$ cat src/rtl/muldiv_if.sv
// ---------------------------------------------------------------------------
// muldiv_if
// Request/response bundle between the execute stage and the iterative
// multiply/divide engine.
//   valid_i   start request (sampled when the engine can accept)
//   op_i      0=MUL 1=DIV 2=DIVU 3=REM 4=REMU, 5..7 reserved
//   word_i    1 selects the 32-bit W form of the operation
//   a_i       dividend / multiplicand
//   b_i       divisor / multiplier
//   flush_i   abort whatever is in flight
//   busy_o    engine is iterating; execute holds its stall
//   done_o    one-cycle pulse, result_o valid in this cycle
//   result_o  last produced result, held until the next accepted start
// The engine connects to the slave modport, the execute stage (or a
// testbench) to the master modport.
// ---------------------------------------------------------------------------
interface muldiv_if #(
    parameter int XLEN = 64
);
    logic            valid_i;
    logic [2:0]      op_i;
    logic            word_i;
    logic [XLEN-1:0] a_i;
    logic [XLEN-1:0] b_i;
    logic            flush_i;
    logic            busy_o;
    logic            done_o;
    logic [XLEN-1:0] result_o;

    modport master (
        output valid_i, op_i, word_i, a_i, b_i, flush_i,
        input  busy_o, done_o, result_o
    );

    modport slave (
        input  valid_i, op_i, word_i, a_i, b_i, flush_i,
        output busy_o, done_o, result_o
    );
endinterface

$ cat src/rtl/muldiv_unit.sv
// ---------------------------------------------------------------------------
// muldiv_unit
// Iterative integer multiply/divide engine for the execute stage. One shared
// datapath runs shift-add multiplication or restoring division, one bit per
// cycle, with a single operation in flight.
// Ports:
//   clk    clock, all state changes on the rising edge
//   reset  asynchronous, active-high; clears all state immediately
//   bus    muldiv_if slave modport (request, flush, busy/done/result)
// Parameters:
//   XLEN   operand/result width; W forms work on the low 32 bits
//   CNT_W  iteration counter width, must hold the value XLEN
// ---------------------------------------------------------------------------
module muldiv_unit #(
    parameter int XLEN  = 64,
    parameter int CNT_W = 7
) (
    input  logic    clk,
    input  logic    reset,
    muldiv_if.slave bus
);

    localparam logic [1:0] S_IDLE = 2'd0;
    localparam logic [1:0] S_CALC = 2'd1;
    localparam logic [1:0] S_DONE = 2'd2;

    localparam logic [2:0] OP_MUL  = 3'd0;
    localparam logic [2:0] OP_DIV  = 3'd1;
    localparam logic [2:0] OP_REM  = 3'd3;
    localparam logic [2:0] OP_REMU = 3'd4;

    function automatic logic [XLEN-1:0] sext32(input logic [31:0] v);
        return {{(XLEN-32){v[31]}}, v};
    endfunction

    logic [1:0]      state;
    logic [CNT_W-1:0] count;
    logic [CNT_W-1:0] iter_limit;

    // acc: product accumulator / partial remainder
    // opa: multiplier (shifts right) / dividend that fills with quotient bits
    // opb: multiplicand (shifts left) / divisor magnitude
    logic [XLEN-1:0] acc;
    logic [XLEN-1:0] opa;
    logic [XLEN-1:0] opb;
    logic [XLEN-1:0] result_q;

    logic is_mul_q;
    logic is_rem_q;
    logic word_q;
    logic neg_q;
    logic neg_r;

    logic            op_valid;
    logic            op_signed;
    logic            op_div;
    logic            op_rem;
    logic [XLEN-1:0] a_ext;
    logic [XLEN-1:0] b_ext;
    logic [XLEN-1:0] min_val;
    logic            sign_a;
    logic            sign_b;
    logic [XLEN-1:0] mag_a;
    logic [XLEN-1:0] mag_b;
    logic            div_by_zero;
    logic            overflow;
    logic            take_fast;
    logic [XLEN-1:0] fast_result;

    // Operand preparation for a request being accepted this cycle. W forms
    // narrow to 32 bits first; only DIV/REM treat the operands as signed, and
    // the divider itself always works on magnitudes. Divide-by-zero, MIN/-1
    // and reserved opcodes have fixed answers and skip the iteration entirely.
    always_comb begin
        op_valid  = (bus.op_i <= OP_REMU);
        op_signed = (bus.op_i == OP_DIV) || (bus.op_i == OP_REM);
        op_div    = op_valid && (bus.op_i != OP_MUL);
        op_rem    = (bus.op_i == OP_REM) || (bus.op_i == OP_REMU);

        if (bus.word_i) begin
            a_ext   = op_signed ? sext32(bus.a_i[31:0]) : {{(XLEN-32){1'b0}}, bus.a_i[31:0]};
            b_ext   = op_signed ? sext32(bus.b_i[31:0]) : {{(XLEN-32){1'b0}}, bus.b_i[31:0]};
            min_val = sext32(32'h8000_0000);
        end else begin
            a_ext   = bus.a_i;
            b_ext   = bus.b_i;
            min_val = {1'b1, {(XLEN-1){1'b0}}};
        end

        sign_a = op_signed && a_ext[XLEN-1];
        sign_b = op_signed && b_ext[XLEN-1];
        mag_a  = sign_a ? -a_ext : a_ext;
        mag_b  = sign_b ? -b_ext : b_ext;

        div_by_zero = (b_ext == '0);
        overflow    = op_signed && (a_ext == min_val) && (b_ext == '1);
        take_fast   = !op_valid || (op_div && (div_by_zero || overflow));

        fast_result = '0;
        if (op_div && div_by_zero) begin
            if (op_rem) begin
                fast_result = bus.word_i ? sext32(bus.a_i[31:0]) : bus.a_i;
            end else begin
                fast_result = '1;
            end
        end else if (op_div && overflow) begin
            fast_result = op_rem ? '0 : a_ext;
        end
    end

    logic [XLEN:0]   div_shift;
    logic [XLEN:0]   div_diff;
    logic [XLEN-1:0] q_fixed;
    logic [XLEN-1:0] r_fixed;
    logic [XLEN-1:0] raw_result;
    logic [XLEN-1:0] final_result;

    // One restoring-division step plus the sign/width fix-up applied in the
    // cycle after the last iteration. A set top bit in div_diff means the
    // trial subtraction went negative and the partial remainder is kept.
    always_comb begin
        div_shift = {acc, opa[XLEN-1]};
        div_diff  = div_shift - {1'b0, opb};
        q_fixed   = neg_q ? -opa : opa;
        r_fixed   = neg_r ? -acc : acc;

        if (is_mul_q) begin
            raw_result = acc;
        end else if (is_rem_q) begin
            raw_result = r_fixed;
        end else begin
            raw_result = q_fixed;
        end

        final_result = word_q ? sext32(raw_result[31:0]) : raw_result;
    end

    assign iter_limit = word_q ? CNT_W'(32) : CNT_W'(XLEN);

    // Control and datapath registers. Flush beats everything except reset and
    // leaves the last result visible. IDLE and DONE both accept a new request
    // so that consecutive operations run without a gap cycle. In W divides the
    // dividend is parked in the upper half so the same MSB-first shift serves
    // both widths with only 32 iterations.
    always_ff @(posedge clk or posedge reset) begin
        if (reset) begin
            state    <= S_IDLE;
            count    <= '0;
            acc      <= '0;
            opa      <= '0;
            opb      <= '0;
            result_q <= '0;
            is_mul_q <= 1'b0;
            is_rem_q <= 1'b0;
            word_q   <= 1'b0;
            neg_q    <= 1'b0;
            neg_r    <= 1'b0;
        end else if (bus.flush_i) begin
            state <= S_IDLE;
            count <= '0;
        end else begin
            case (state)
                S_IDLE, S_DONE: begin
                    if (bus.valid_i) begin
                        is_mul_q <= (bus.op_i == OP_MUL);
                        is_rem_q <= op_rem;
                        word_q   <= bus.word_i;
                        neg_q    <= sign_a ^ sign_b;
                        neg_r    <= sign_a;
                        count    <= '0;
                        acc      <= '0;
                        if (bus.op_i == OP_MUL) begin
                            opa <= b_ext;
                            opb <= a_ext;
                        end else begin
                            opa <= bus.word_i ? (mag_a << (XLEN-32)) : mag_a;
                            opb <= mag_b;
                        end
                        if (take_fast) begin
                            result_q <= fast_result;
                            state    <= S_DONE;
                        end else begin
                            state <= S_CALC;
                        end
                    end else begin
                        state <= S_IDLE;
                    end
                end
                S_CALC: begin
                    if (count == iter_limit) begin
                        result_q <= final_result;
                        state    <= S_DONE;
                    end else begin
                        count <= count + CNT_W'(1);
                        if (is_mul_q) begin
                            acc <= acc + (opa[0] ? opb : '0);
                            opa <= opa >> 1;
                            opb <= opb << 1;
                        end else if (!div_diff[XLEN]) begin
                            acc <= div_diff[XLEN-1:0];
                            opa <= {opa[XLEN-2:0], 1'b1};
                        end else begin
                            acc <= div_shift[XLEN-1:0];
                            opa <= {opa[XLEN-2:0], 1'b0};
                        end
                    end
                end
                default: begin
                    state <= S_IDLE;
                end
            endcase
        end
    end

    assign bus.busy_o   = (state == S_CALC);
    assign bus.done_o   = (state == S_DONE);
    assign bus.result_o = result_q;

    // Execute must never present a new request while an operation iterates.
    assert property (@(posedge clk) disable iff (reset)
        !((state == S_CALC) && bus.valid_i && !bus.flush_i));

endmodule

$ cat src/flat_wrapper.sv
// flat-port wrapper written by rule: the top's interface ports become plain ports
module muldiv_unit_flat 
#(
    parameter int XLEN  = 64,
    parameter int CNT_W = 7
)
  (clk, reset, bus_valid_i, bus_op_i, bus_word_i, bus_a_i, bus_b_i, bus_flush_i, bus_busy_o, bus_done_o, bus_result_o);
  muldiv_if #(.XLEN(XLEN)) bus_i ();
  input  logic clk;
  input  logic reset;
  input wire logic [$bits(bus_i.valid_i)-1:0] bus_valid_i;
  input wire logic [$bits(bus_i.op_i)-1:0] bus_op_i;
  input wire logic [$bits(bus_i.word_i)-1:0] bus_word_i;
  input wire logic [$bits(bus_i.a_i)-1:0] bus_a_i;
  input wire logic [$bits(bus_i.b_i)-1:0] bus_b_i;
  input wire logic [$bits(bus_i.flush_i)-1:0] bus_flush_i;
  output wire logic [$bits(bus_i.busy_o)-1:0] bus_busy_o;
  output wire logic [$bits(bus_i.done_o)-1:0] bus_done_o;
  output wire logic [$bits(bus_i.result_o)-1:0] bus_result_o;
  assign bus_i.valid_i = bus_valid_i;
  assign bus_i.op_i = bus_op_i;
  assign bus_i.word_i = bus_word_i;
  assign bus_i.a_i = bus_a_i;
  assign bus_i.b_i = bus_b_i;
  assign bus_i.flush_i = bus_flush_i;
  assign bus_busy_o = bus_i.busy_o;
  assign bus_done_o = bus_i.done_o;
  assign bus_result_o = bus_i.result_o;
  muldiv_unit #(.XLEN(XLEN), .CNT_W(CNT_W)) u_core (.clk(clk), .reset(reset), .bus(bus_i));
endmodule
$ cat config.mk
export PLATFORM = sky130hd
export DESIGN_NAME = muldiv_unit_flat
export DESIGN_NICKNAME = d
export VERILOG_FILES = /design/src/rtl/muldiv_if.sv /design/src/rtl/muldiv_unit.sv /design/src/flat_wrapper.sv
export SDC_FILE = /design/constraint.sdc
export NUM_CORES = 2
export LEC_CHECK = 0
export CAP_MARGIN = 5
export CORE_MARGIN = 10
export CORE_UTILIZATION = 38
export CTS_CLUSTER_SIZE = 28
export DETAILED_ROUTE_END_ITERATION = 12
export PLACE_DENSITY = 0.55
export SLEW_MARGIN = 20
export SYNTH_ARGS = -nofsm -noshare
export SYNTH_HDL_FRONTEND = slang
export SYNTH_SLANG_ARGS = --single-unit
$ cat constraint.sdc
create_clock -name clk -period 13.2 [get_ports clk]
set_clock_uncertainty 0.05 [all_clocks]
set_input_delay 2.64 -clock clk [delete_from_list [all_inputs] [get_ports clk]]
set_output_delay 2.64 -clock clk [all_outputs]
set_load 0.03 [all_outputs]
==> summary.txt <==
Hold path
  • Hold depth: 2
  • Min-delay worst type: reg2reg
  • Hold Path Sink: u_core.bus.result_o[60]$_DFFE_PP0P_
  • Min-delay src: u_core.bus.result_o[60]$_DFFE_PP0P_

Worst setup path
  • CP required: 13630 ps
  • R2R setup slack: 7470 ps
  • Crit-path most repeated cell: o21ai_0
  • Crit-path cells: clkdlybuf4s50_1 -> inv_1 -> ha_1 -> or3b_2 -> nor3_1 -> nand4b_1 -> or2_2 -> nor4_2 -> and2b_1 -> nand2b_1 -> nand3b_1 -> a22oi_2 -> buf_4 -> clkinv_2 -> o21ai_0 -> o21ai_0
  • Critical path fanouts, max: 69
  • Critical Path Source Type: primary input
  • Path depth of the worst reg2reg path: 15
  • CP peak stage delay: 680 ps
  • CP max-delay cell: clkinv_2
  • FF-to-FF End: u_core.acc[63]$_DFFE_PP0P_
  • Arrival time at the worst endpoint: 7740 ps
  • Crit end category: register
  • RR Startpoint: u_core.opa[0]$_DFFE_PP0P_
  • Kind of critical path: in2reg

Finish
  • Most frequent cells in the layout: a21oi_1, nor2_1, nand2_1, o21ai_0, dfrtp_1
  • Layout cell share with drive strength beyond 1: 5.024%
  • Area added between synthesis and finish: 12.38%
  • Commonest non-fill, non-tap cell in the layout: a21oi_1
  • Net count, final: 4545

Pwr
  • Flop pwr share: 26.3%
  • Cell Pwr Density: 157.4 nW/µm²
  • Lkg Pwr: 13.72 nW
  • Comb power frac: 53.5%
  • Clock share of power: 20.3%
  • Psw: 2.696 mW
  • VDD IR max: 0.00008548 V
  • Switching fraction of total power: 49.10%
  • Int Pwr: 2.795 mW

Clocking
  • Hold Buf Count CTS: 0
  • TritonCTS Buffers: 37
  • Worst-path clk slew: 60 ps
  • Sink Count: 270
  • # resized after CTS: 0
  • Max Buffers Root-to-Sink: 3
  • Post-CTS Setup Bufs: 0
  • Root buffer cell: clkbuf_16
  • CTS tree: done
  • Number of H-tree branching levels: 2
  • Clk Latency, worst-skew pair: 590 ps

Placement
  • Buffers on Ports: 201
  • Routability Congestion: 0.9996
  • HPWL Detailed: 113.8 mm
  • Place WS: 5127 ps

Synth
  • Post-synthesis cell area: 31040 µm²
  • Sequential share of the synthesized area: 21.76%
  • Syn Nets: 4577
  • #FFs+latches synth: 270
  • Synth Instances: 4303
  • YS warnings: 0
  • Post-synth top flop: dfrtp_1
  • Netlist cell types: 107
  • Mean post-synth cell area: 7.215 µm²
  • Post-synth EDFFs: 0
  • Asr flop ratio synth: 100.0%

Global route
  • GR Util All Layers: 29.78%
  • Initial antenna violation count: 7
  • Number of global-route vias before repair: 31900
  • Total grt overflow: 0
  • First-pass GRT wire length: 215.7 mm
  • Largest net degree at the start of global routing: 103

Detailed routing
  • First-pass iteration count of the detailed router: 6
  • Total wire length: 146.3 mm
  • Antenna-violating nets left: 0
  • Post-DR vias/cell: 6.426
  • Iter 0 DRT Violations: 4250
  • DR vias: 34440
  • Residual DRC: 0
  • WL/cell: 27.30 µm

STA
  • Worst-Margin Slew: 1118 ps
  • TNS Setup: 0 ps
  • Max Transition Viols Final: 0
  • Final WS setup: 5889 ps
  • Final setup viols: 0
  • Final hold vios: 0
  • Slew HR: 23.53%
  • Final min period: 7311 ps
  • Tcrit/Tclk final: 55.38%
  • RSZ-0062 raised after global routing: no
  • Max Fclk: 136.8 MHz

Floorplanning
  • Site Rows: 104
  • Total core area: 80810 µm²
  • Initial Utilization: 38.42%
  • Chip width: 305.8 µm
  • Die ar.: 93530 µm²
  • Die Y: 305.8 µm
  • Io pins: 202

Status
  • Outcome: finished clean

Job
  • Max Cap Viol: 0
## critical path, delay by kind of cell
kind	cells	cell delay, ps
buffers and inverters	4	1640
and+or+nand+nor	8	2780
adders and majority gates	1	170
AOI/OAI and AO/OA	3	490
## stage by stage
| step | std cells | area, µm² | power (mW) | hold WS (ps) | utilization [%] |
|---|---|---|---|---|---|
| after floorplan | 4303 | 31040 | 3.301 | 416.9 | - |
| after global placement | 5292 | 33570 | 4.302 | 414.5 | 41.54 |
| after detailed placement | 5292 | 33570 | 4.291 | 419.0 | 41.54 |
| after CTS | 5359 | 34880 | 5.420 | 431.8 | 43.17 |
| after global routing | 5359 | 34890 | 5.796 | 465.0 | 43.17 |
| final | 5360 | 34890 | 5.492 | 429.7 | 43.17 |
## cell type report
type,count,area [µm²]
Timing Repair Buffer,255,2415
Clock buffer,56,1127
Clock inverter,11,190.2
Fill cell,8378,45920
Multi-Input combinational cell,3551,22460
Antenna cell,1,2.502
Sequential cell,270,6766
Tap cell,1060,1326
Inverter,156,599.3
## Yosys cell counts (35+ instances only)
cell type | count | share of area [%]
o22ai_1 | 35 | 0.71
a21oi_1 | 458 | 7.4
nor4_1 | 45 | 0.91
nor2b_1 | 50 | 1.0
a31oi_1 | 108 | 2.2
or3_1 | 35 | 0.71
nand3_1 | 75 | 1.2
xnor2_1 | 172 | 4.9
nand2_1 | 428 | 5.2
a21o_1 | 91 | 2.2
inv_1 | 153 | 1.8
nand4_1 | 49 | 0.99
o21ai_0 | 362 | 5.8
nor2_1 | 447 | 5.4
a211oi_1 | 93 | 2.2
o31ai_1 | 89 | 2.2
o221ai_1 | 61 | 1.7
nor3_1 | 81 | 1.3
a221oi_1 | 39 | 1.1
ha_1 | 136 | 5.5
mux2i_1 | 101 | 3.3
xor2_1 | 123 | 3.5
dfrtp_1 | 270 | 22
clkbuf_1 | 266 | 3.2
## power by group through the flow
| stage | clock network [mW] | logic (mW) | registers (mW) |
|---|---|---|---|
| 2_1_floorplan | 0 | 1.96 | 1.34 |
| 3_3_place_gp | 0 | 2.87 | 1.43 |
| 3_5_place_dp | 0 | 2.86 | 1.43 |
| 4_1_cts | 1.12 | 2.88 | 1.42 |
| 5_1_grt | 1.15 | 3.18 | 1.46 |
| 6_report | 1.11 | 2.94 | 1.44 |
## metal layers
metal	global-route usage, %	vias up	share of wire (%)
met5	0	-	0.053
met3	5.197	305	9.2
met1	42.70	16420	45
met4	12.05	12	4.6
li1	-	15860	-
met2	43.46	1846	41
## worst max-delay path by stage
stage / slack (ps) / end / cells past startpoint / start
after floorplan: 3070 / u_core.acc[0]$_DFFE_PP0P_ / 1 / reset
after global placement: 5360 / u_core.bus.result_o[34]$_DFFE_PP0P_ / 14 / bus_b_i[9]
after detailed placement: 5130 / u_core.bus.result_o[34]$_DFFE_PP0P_ / 16 / bus_b_i[0]
after CTS: 5700 / u_core.bus.result_o[34]$_DFFE_PP0P_ / 16 / bus_b_i[0]
after global routing: 5510 / u_core.bus.result_o[34]$_DFFE_PP0P_ / 16 / bus_b_i[0]
final: 5890 / u_core.bus.result_o[34]$_DFFE_PP0P_ / 16 / bus_b_i[0]
## cells by family (layout without fill, tap and decap cells)
logic type | after synthesis | after routing | share of synthesized area [%]
flops | 270 | 270 | 21.76
other cells | 0 | 1 | 0
xor+xnor | 295 | 295 | 8.323
compound gates | 1605 | 1605 | 32.86
mux | 118 | 118 | 3.946
buf+inv | 482 | 478 | 6.138
fa+ha+maj | 138 | 138 | 5.610
simple gates | 1395 | 1395 | 21.36
## sequential cells by signal (all words and copies together), names as in the netlist
name,count
u_core.neg_q,1
u_core.count,7
u_core.is_mul_q,1
u_core.word_q,1
u_core.opb,64
u_core.is_rem_q,1
u_core.bus.result_o,64
u_core.neg_r,1
u_core.acc,64
u_core.state,2
u_core.opa,64
No activity file was read; power rests on OpenSTA's default activity.
